### config.mk
export PLATFORM = sky130hd
export DESIGN_NAME = ctl_pipe
export DESIGN_NICKNAME = d
export VERILOG_FILES = /design/src/rtl/ctl_pkg.sv /design/src/rtl/ctl_dec.sv /design/src/rtl/ctl_pipe.sv
export SDC_FILE = /design/constraint.sdc
export NUM_CORES = 1
export LEC_CHECK = 0
export ABC_AREA = 1
export CAP_MARGIN = 20
export CORE_UTILIZATION = 44
export CTS_BUF_LIST = sky130_fd_sc_hd__clkbuf_4 sky130_fd_sc_hd__clkbuf_8 sky130_fd_sc_hd__clkbuf_16
export CTS_CLUSTER_DIAMETER = 40
export DETAILED_ROUTE_END_ITERATION = 16
export PLACE_DENSITY_LB_ADDON = 0.25
export REMOVE_ABC_BUFFERS = 1
export SYNTH_ARGS = -nofsm -noshare
export SYNTH_HDL_FRONTEND = slang
export SYNTH_HIERARCHICAL = 1
export SYNTH_SLANG_ARGS = --single-unit
export TNS_END_PERCENT = 20
### constraint.sdc
create_clock -name clk -period 2.05 [get_ports clk]
set_clock_uncertainty 0.05 [all_clocks]
set_input_delay 0.5125 -clock clk [delete_from_list [all_inputs] [get_ports clk]]
set_output_delay 0.5125 -clock clk [all_outputs]
set_load 0.05 [all_outputs]
### src/rtl/ctl_pkg.sv
// Shared decode constants and the EX control bundle for the
// ID->EX control pipe (decoder, hazard logic, HI/LO sequencer).
package ctl_pkg;

  localparam int CNT_W = 6;

  localparam logic [5:0] OP_RTYPE  = 6'b000000;
  localparam logic [5:0] OP_REGIMM = 6'b000001;
  localparam logic [5:0] OP_J      = 6'b000010;
  localparam logic [5:0] OP_JAL    = 6'b000011;
  localparam logic [5:0] OP_BEQ    = 6'b000100;
  localparam logic [5:0] OP_BNE    = 6'b000101;
  localparam logic [5:0] OP_BLEZ   = 6'b000110;
  localparam logic [5:0] OP_BGTZ   = 6'b000111;
  localparam logic [5:0] OP_ADDIU  = 6'b001001;
  localparam logic [5:0] OP_SLTI   = 6'b001010;
  localparam logic [5:0] OP_SLTIU  = 6'b001011;
  localparam logic [5:0] OP_ANDI   = 6'b001100;
  localparam logic [5:0] OP_ORI    = 6'b001101;
  localparam logic [5:0] OP_XORI   = 6'b001110;
  localparam logic [5:0] OP_LUI    = 6'b001111;
  localparam logic [5:0] OP_LB     = 6'b100000;
  localparam logic [5:0] OP_LW     = 6'b100011;
  localparam logic [5:0] OP_LBU    = 6'b100100;
  localparam logic [5:0] OP_SB     = 6'b101000;
  localparam logic [5:0] OP_SW     = 6'b101011;

  localparam logic [5:0] FN_MFHI  = 6'b010000;
  localparam logic [5:0] FN_MFLO  = 6'b010010;
  localparam logic [5:0] FN_MULT  = 6'b011000;
  localparam logic [5:0] FN_MULTU = 6'b011001;
  localparam logic [5:0] FN_DIV   = 6'b011010;
  localparam logic [5:0] FN_DIVU  = 6'b011011;
  localparam logic [5:0] FN_ADD   = 6'b100000;
  localparam logic [5:0] FN_ADDU  = 6'b100001;
  localparam logic [5:0] FN_SUB   = 6'b100010;
  localparam logic [5:0] FN_SUBU  = 6'b100011;
  localparam logic [5:0] FN_AND   = 6'b100100;
  localparam logic [5:0] FN_OR    = 6'b100101;
  localparam logic [5:0] FN_XOR   = 6'b100110;
  localparam logic [5:0] FN_SLT   = 6'b101010;
  localparam logic [5:0] FN_SLTU  = 6'b101011;

  localparam logic [4:0] RT_BLTZ = 5'b00000;
  localparam logic [4:0] RT_BGEZ = 5'b00001;

  localparam logic [4:0] ALU_ADD  = 5'b00000;
  localparam logic [4:0] ALU_SUB  = 5'b00001;
  localparam logic [4:0] ALU_SLT  = 5'b00010;
  localparam logic [4:0] ALU_AND  = 5'b00011;
  localparam logic [4:0] ALU_OR   = 5'b00101;
  localparam logic [4:0] ALU_XOR  = 5'b00110;
  localparam logic [4:0] ALU_SLTU = 5'b01001;
  localparam logic [4:0] ALU_LINK = 5'b01010;
  localparam logic [4:0] ALU_LUI  = 5'b10000;

  typedef enum logic [2:0] {
    BR_NONE = 3'd0,
    BR_EQ   = 3'd1,
    BR_NE   = 3'd2,
    BR_GEZ  = 3'd3,
    BR_LTZ  = 3'd4,
    BR_GTZ  = 3'd5,
    BR_LEZ  = 3'd6
  } br_kind_e;

  typedef struct packed {
    logic     reg_write;
    logic     mem_write;
    logic     mem_to_reg;
    logic     alu_src;
    logic     ext_op;
    logic     jmp;
    logic     jal;
    br_kind_e br_kind;
    logic     mem_byte;
    logic     mem_unsigned;
    logic     md_start;
    logic     md_sel_hi;
    logic     illegal;
  } ctl_t;

  localparam int CTL_W = $bits(ctl_t);

  typedef enum logic {
    MD_IDLE = 1'b0,
    MD_BUSY = 1'b1
  } md_state_e;

endpackage

### src/rtl/ctl_dec.sv
// Combinational instruction decoder: control flags, aluop,
// destination register and operand-use hints for hazard checks.
module ctl_dec
  import ctl_pkg::*;
#(
  parameter int ALUOP_W = 5
) (
  input  logic [31:0]        i_instr,
  output ctl_t               o_ctl,
  output logic [ALUOP_W-1:0] o_aluop,
  output logic [4:0]         o_wreg,
  output logic               o_rd_rt,
  output logic               o_md_use
);

  logic [5:0] w_op;
  logic [5:0] w_fn;
  logic [4:0] w_rt;
  logic [4:0] w_rd;
  logic [4:0] w_wr;
  logic [4:0] w_alu;
  logic       w_unused;

  assign w_op     = i_instr[31:26];
  assign w_rt     = i_instr[20:16];
  assign w_rd     = i_instr[15:11];
  assign w_fn     = i_instr[5:0];
  assign w_unused = ^{i_instr[25:21], i_instr[10:6]};

  always_comb begin
    o_ctl    = '0;
    w_alu    = ALU_ADD;
    w_wr     = w_rt;
    o_rd_rt  = 1'b0;
    o_md_use = 1'b0;
    unique case (w_op)
      OP_RTYPE: begin
        o_rd_rt         = 1'b1;
        w_wr            = w_rd;
        o_ctl.reg_write = 1'b1;
        unique case (w_fn)
          FN_ADD, FN_ADDU: w_alu = ALU_ADD;
          FN_SUB, FN_SUBU: w_alu = ALU_SUB;
          FN_AND:  w_alu = ALU_AND;
          FN_OR:   w_alu = ALU_OR;
          FN_XOR:  w_alu = ALU_XOR;
          FN_SLT:  w_alu = ALU_SLT;
          FN_SLTU: w_alu = ALU_SLTU;
          FN_MFHI: begin
            o_md_use        = 1'b1;
            o_ctl.md_sel_hi = 1'b1;
          end
          FN_MFLO: o_md_use = 1'b1;
          FN_MULT, FN_MULTU, FN_DIV, FN_DIVU: begin
            o_md_use        = 1'b1;
            o_ctl.reg_write = 1'b0;
            o_ctl.md_start  = 1'b1;
          end
          default: begin
            o_ctl.reg_write = 1'b0;
            o_ctl.illegal   = 1'b1;
          end
        endcase
      end
      OP_REGIMM: begin
        unique case (w_rt)
          RT_BGEZ: begin
            o_ctl.br_kind = BR_GEZ;
            w_alu         = ALU_SUB;
          end
          RT_BLTZ: begin
            o_ctl.br_kind = BR_LTZ;
            w_alu         = ALU_SUB;
          end
          default: o_ctl.illegal = 1'b1;
        endcase
      end
      OP_BEQ: begin
        o_rd_rt       = 1'b1;
        o_ctl.br_kind = BR_EQ;
        w_alu         = ALU_SUB;
      end
      OP_BNE: begin
        o_rd_rt       = 1'b1;
        o_ctl.br_kind = BR_NE;
        w_alu         = ALU_SUB;
      end
      OP_BGTZ: begin
        o_ctl.br_kind = BR_GTZ;
        w_alu         = ALU_SUB;
      end
      OP_BLEZ: begin
        o_ctl.br_kind = BR_LEZ;
        w_alu         = ALU_SUB;
      end
      OP_J: o_ctl.jmp = 1'b1;
      OP_JAL: begin
        o_ctl.jmp       = 1'b1;
        o_ctl.jal       = 1'b1;
        o_ctl.reg_write = 1'b1;
        w_wr            = 5'd31;
        w_alu           = ALU_LINK;
      end
      OP_ADDIU, OP_SLTI, OP_SLTIU: begin
        o_ctl.reg_write = 1'b1;
        o_ctl.alu_src   = 1'b1;
        o_ctl.ext_op    = 1'b1;
        w_alu = (w_op == OP_SLTI)  ? ALU_SLT  :
                (w_op == OP_SLTIU) ? ALU_SLTU : ALU_ADD;
      end
      OP_ANDI, OP_ORI, OP_XORI, OP_LUI: begin
        o_ctl.reg_write = 1'b1;
        o_ctl.alu_src   = 1'b1;
        w_alu = (w_op == OP_ANDI) ? ALU_AND :
                (w_op == OP_ORI)  ? ALU_OR  :
                (w_op == OP_XORI) ? ALU_XOR : ALU_LUI;
      end
      OP_LW, OP_LB, OP_LBU: begin
        o_ctl.reg_write    = 1'b1;
        o_ctl.mem_to_reg   = 1'b1;
        o_ctl.alu_src      = 1'b1;
        o_ctl.ext_op       = 1'b1;
        o_ctl.mem_byte     = (w_op != OP_LW);
        o_ctl.mem_unsigned = (w_op == OP_LBU);
      end
      OP_SW, OP_SB: begin
        o_rd_rt         = 1'b1;
        o_ctl.mem_write = 1'b1;
        o_ctl.alu_src   = 1'b1;
        o_ctl.ext_op    = 1'b1;
        o_ctl.mem_byte  = (w_op == OP_SB);
      end
      default: o_ctl.illegal = 1'b1;
    endcase
  end

  assign o_aluop = ALUOP_W'(w_alu);
  assign o_wreg  = o_ctl.reg_write ? w_wr : 5'd0;

endmodule

### src/rtl/ctl_pipe.sv
// ID->EX control pipe: load-use and HI/LO hazard stalls, flush,
// the EX control register and the MULT/DIV occupancy sequencer.
module ctl_pipe
  import ctl_pkg::*;
#(
  parameter int MD_LAT  = 32,
  parameter int ALUOP_W = 5
) (
  input  logic                     clk,
  input  logic                     rst_n,
  input  logic                     id_valid,
  input  logic [31:0]              id_instr,
  input  logic                     flush,
  output logic                     id_ready,
  output logic                     ex_valid,
  output logic [CTL_W+ALUOP_W-1:0] ex_ctl,
  output logic [4:0]               ex_wreg,
  output logic                     md_busy,
  output logic                     md_done
);

  ctl_t               w_ctl;
  logic [ALUOP_W-1:0] w_alu;
  logic [4:0]         w_wreg;
  logic               w_rd_rt;
  logic               w_md_use;
  logic [4:0]         w_rs;
  logic [4:0]         w_rt;
  logic               w_lu_hit;
  logic               w_md_hit;
  logic               w_stall;
  logic               w_acc;
  logic               w_md_go;

  ctl_t               r_ctl;
  logic [ALUOP_W-1:0] r_alu;
  logic [4:0]         r_wreg;
  logic               r_valid;

  md_state_e          r_st;
  md_state_e          w_st_nx;
  logic [CNT_W-1:0]   r_cnt;
  logic [CNT_W-1:0]   w_cnt_nx;

  ctl_dec #(
    .ALUOP_W (ALUOP_W)
  ) u_dec (
    .i_instr  (id_instr),
    .o_ctl    (w_ctl),
    .o_aluop  (w_alu),
    .o_wreg   (w_wreg),
    .o_rd_rt  (w_rd_rt),
    .o_md_use (w_md_use)
  );

  assign w_rs = id_instr[25:21];
  assign w_rt = id_instr[20:16];

  assign w_lu_hit = r_valid && r_ctl.mem_to_reg
                 && (r_wreg != 5'd0)
                 && ((r_wreg == w_rs)
                  || (w_rd_rt && (r_wreg == w_rt)));
  assign w_md_hit = (r_st == MD_BUSY) && w_md_use;
  assign w_stall  = id_valid && (w_lu_hit || w_md_hit);

  // Flush discards the ID word, so it is consumed but never enters EX.
  assign w_acc    = rst_n && id_valid && !flush && !w_stall;
  assign id_ready = rst_n && (flush || !w_stall);
  assign w_md_go  = w_acc && w_ctl.md_start;

  assign md_busy  = (r_st == MD_BUSY) || w_md_go;
  assign md_done  = (r_st == MD_BUSY) && (r_cnt == '0);

  always_comb begin
    w_st_nx  = r_st;
    w_cnt_nx = r_cnt;
    unique case (r_st)
      MD_IDLE: begin
        if (w_md_go) begin
          w_st_nx  = MD_BUSY;
          w_cnt_nx = CNT_W'(MD_LAT - 1);
        end
      end
      MD_BUSY: begin
        if (r_cnt == '0) w_st_nx = MD_IDLE;
        else w_cnt_nx = r_cnt - CNT_W'(1);
      end
      default: w_st_nx = MD_IDLE;
    endcase
  end

  always_ff @(posedge clk or negedge rst_n) begin
    if (!rst_n) begin
      r_st  <= MD_IDLE;
      r_cnt <= '0;
    end else begin
      r_st  <= w_st_nx;
      r_cnt <= w_cnt_nx;
    end
  end

  always_ff @(posedge clk or negedge rst_n) begin
    if (!rst_n) begin
      r_valid <= 1'b0;
      r_ctl   <= '0;
      r_alu   <= '0;
      r_wreg  <= '0;
    end else begin
      r_valid <= w_acc;
      r_ctl   <= w_acc ? w_ctl : '0;
      r_alu   <= w_acc ? w_alu : '0;
      r_wreg  <= w_acc ? w_wreg : '0;
    end
  end

  assign ex_valid = r_valid;
  assign ex_ctl   = {r_ctl, r_alu};
  assign ex_wreg  = r_wreg;

endmodule
==> run metrics <==
status finished, violations left; failing checks setup timing; most frequent cells in the layout buf_4, nand2_1, inv_1; XOR/XNOR share of the synthesized area 0.00381; vias in the first global route approximately 2500; fin nets roughly 500; I/O Buffers a little under 60; Distinct cells, synth 30; gr usage total 0.247; relative slew slack 0.664; final setup fails 3; Mapped Cells 350; final WL 6360 um; crit start category primary input; initial antenna violation count 0; Area Growth Syn to Fin 54.7%; Row Count 25; sequential element share of the synthesized area 0.359; H-tree depth 2; Std-Cell Core Area 4880 um2; worst skew pair latency about 290 ps; Boundary Pins between 60 and 70; fraction of layout cells with a size suffix above 1 0.299; CP Capture Point id_ready; Initial Utilization 0.471; TritonCTS clock tree built; Die Y about 74 um; global-route wire length before repair 10400 um; GRT Residual Overflow 0; RSZ-0062 raised after global routing yes; CTS Hold Bufs 0; Arr. time, crit path 1830 ps; Critical Path RT 1490 ps; pin count of the biggest net entering global routing 27; clock buffer depth 2; critical path type in -> out; Final min period 2390 ps; Mapped Avg Cell Area about 6.6 um2; Worst-Margin Slew 503 ps; top post-synthesis cells by area dfrtp_1, nand2_1, inv_1; P_leak a little under 2 nW; post-DR wirelength/cell between 10 and 15 um; final slew viol count 0; Critical Path, Cell by Cell buf_2, nor2_4, nand4_1, nand4_1, nand2_1, nor2_1, nand3_1, nand2_2, nand2_4, nand2_4, a31oi_4, buf_12; CTS Root Cell clkbuf_8; R2R setup slack 330 ps; Die W about 74 um; Synthesis Warnings 6; Hold WC Path Type reg -> reg; HP Start r_cnt[1]$_DFFE_PN0P_; Final HPWL DP 4810 um; CTS buffer count 5; DRC viols 0; Synth Area in Adders 0.00544; # diodes 0; CP max-delay cell nor2_4; maximum fanout along the worst path 5; max-cap viol count 0; power per cell area 511 nW/um2; clock sinks 33; final hold viol count 0; crit-path max cell delay approximately 180 ps; Synth top area share 0.359; simple-gate share of the synthesized area 0.443; commonest non-fill, non-tap cell in the layout buf_4; fmax between 400 and 500 MHz; placer's final routability congestion estimate roughly 0.91; Yosys top cell by area dfrtp_1; cell depth of the worst flop-to-flop path 12; First-pass DRT Iterations 7; Die ar. roughly 5500 um2; final core utilization 0.729; endpoint class of the critical path output pin; pre-CTS setup slack -879 ps; netlist area before placement about 2300 um2; Final Cycle Share 1.17; post-synthesis compound-gate area fraction 0.0463; largest family of logic cells by synthesized area simple AND/OR/NAND/NOR gates; r2r startpoint ex_wreg[1]$_DFF_PN0_; Design Area, Final roughly 3600 um2; Vias/cell 4.78; DR iter-0 viols about 150; area post-placement roughly 3300 um2; flops & latches, synth 33; via count roughly 2600; fraction of synthesized area in multiplexers 0; Crit Reg-Reg Endpoint ex_ctl[10]$_DFF_PN0_; Fillers ~430; CTS clock-pin slew for the worst setup and hold paths 70 ps; Routed Antenna Nets 0; worst ir drop on vdd 0.358 mV; CP startpoint id_instr[31]; final worst-path setup slack -345 ps
==> synthesized netlist by cell type (all sizes together) <==
library cell / n
a21oi: 7
a31oi: 1
and2: 1
and3: 1
buf: 3
dfrtp: 33
ha: 1
inv: 80
nand2: 83
nand3: 42
nand3b: 2
nand4: 7
nor2: 73
nor3: 1
nor4: 2
o2111ai: 1
o211ai: 1
o21ai: 6
o22ai: 3
or2: 1
xnor2: 1
==> final cells by class <==
type	instances	area, um2	share of cell area
well taps	67	83.8	0.0236
flip-flops and latches	33	826	0.232
clock inverters	3	65.1	0.0183
multi-input cells	234	1210	0.340
clock buffers	5	68.8	0.0194
repair buffers	117	1000	0.283
inverters	80	300	0.0844
==> metal layers <==
layer  vias up  global-route usage  share of wire
met5         -                   0              0
met3        17              0.0434          0.037
met1      1181               0.292           0.43
li1       1308                   -              -
met4         0               0.111          0.024
met2        73               0.436           0.50
==> worst min-delay path by stage <==
stage	to	slack, ps	cells past startpoint
after floorplan	ex_ctl[10]$_DFF_PN0_	170	0
after global placement	r_cnt[1]$_DFFE_PN0P_	430	2
after detailed placement	r_cnt[1]$_DFFE_PN0P_	460	2
after CTS	r_cnt[1]$_DFFE_PN0P_	470	2
after global routing	r_cnt[1]$_DFFE_PN0P_	480	2
final	r_cnt[1]$_DFFE_PN0P_	470	2
==> per-stage QoR <==
step	hold WS [ps]	cells	power (mW)	setup TNS [ps]
2_1_floorplan	167	347	0.889	-710
3_3_place_gp	432	523	1.08	-16240
3_5_place_dp	455	523	1.09	-19120
4_1_cts	472	536	1.82	-868
5_1_grt	481	539	1.90	-1120
6_report	466	539	1.82	-822
==> cells by family (layout without fill, tap and decap cells) <==
logic type,count (synthesis),count (layout)
AND/OR/NAND/NOR,213,213
buffers and inverters,83,205
flip-flops,33,33
AO/OA/AOI/OAI,19,19
adder cells (fa/ha/maj),1,1
XOR/XNOR,1,1
==> timing repair <==
item | 4_1_cts | 5_1_grt
pin swaps | 20 | 13
buffers inserted | 5 | 3
resized for setup | 59 | 8
setup endpoints to repair | 36 | 8
==> state kept, by name (all words and copies together), names as in the netlist <==
name      flops
ex_ctl       15
ex_valid      1
ex_wreg       5
r_alu         5
r_cnt         6
r_st          1
==> critical path, delay by kind of cell <==
| kind | cells | cell delay, ps |
|---|---|---|
| and+or+nand+nor | 9 | 930 |
| buffers and inverters | 2 | 280 |
| AOI/OAI and AO/OA | 1 | 80 |
==> where the power goes <==
part,switching [mW],internal (mW)
Clock,0.244,0.483
Sequential,0.0207,0.676
Combinational,0.217,0.177
(Power assumes the default switching activity.)
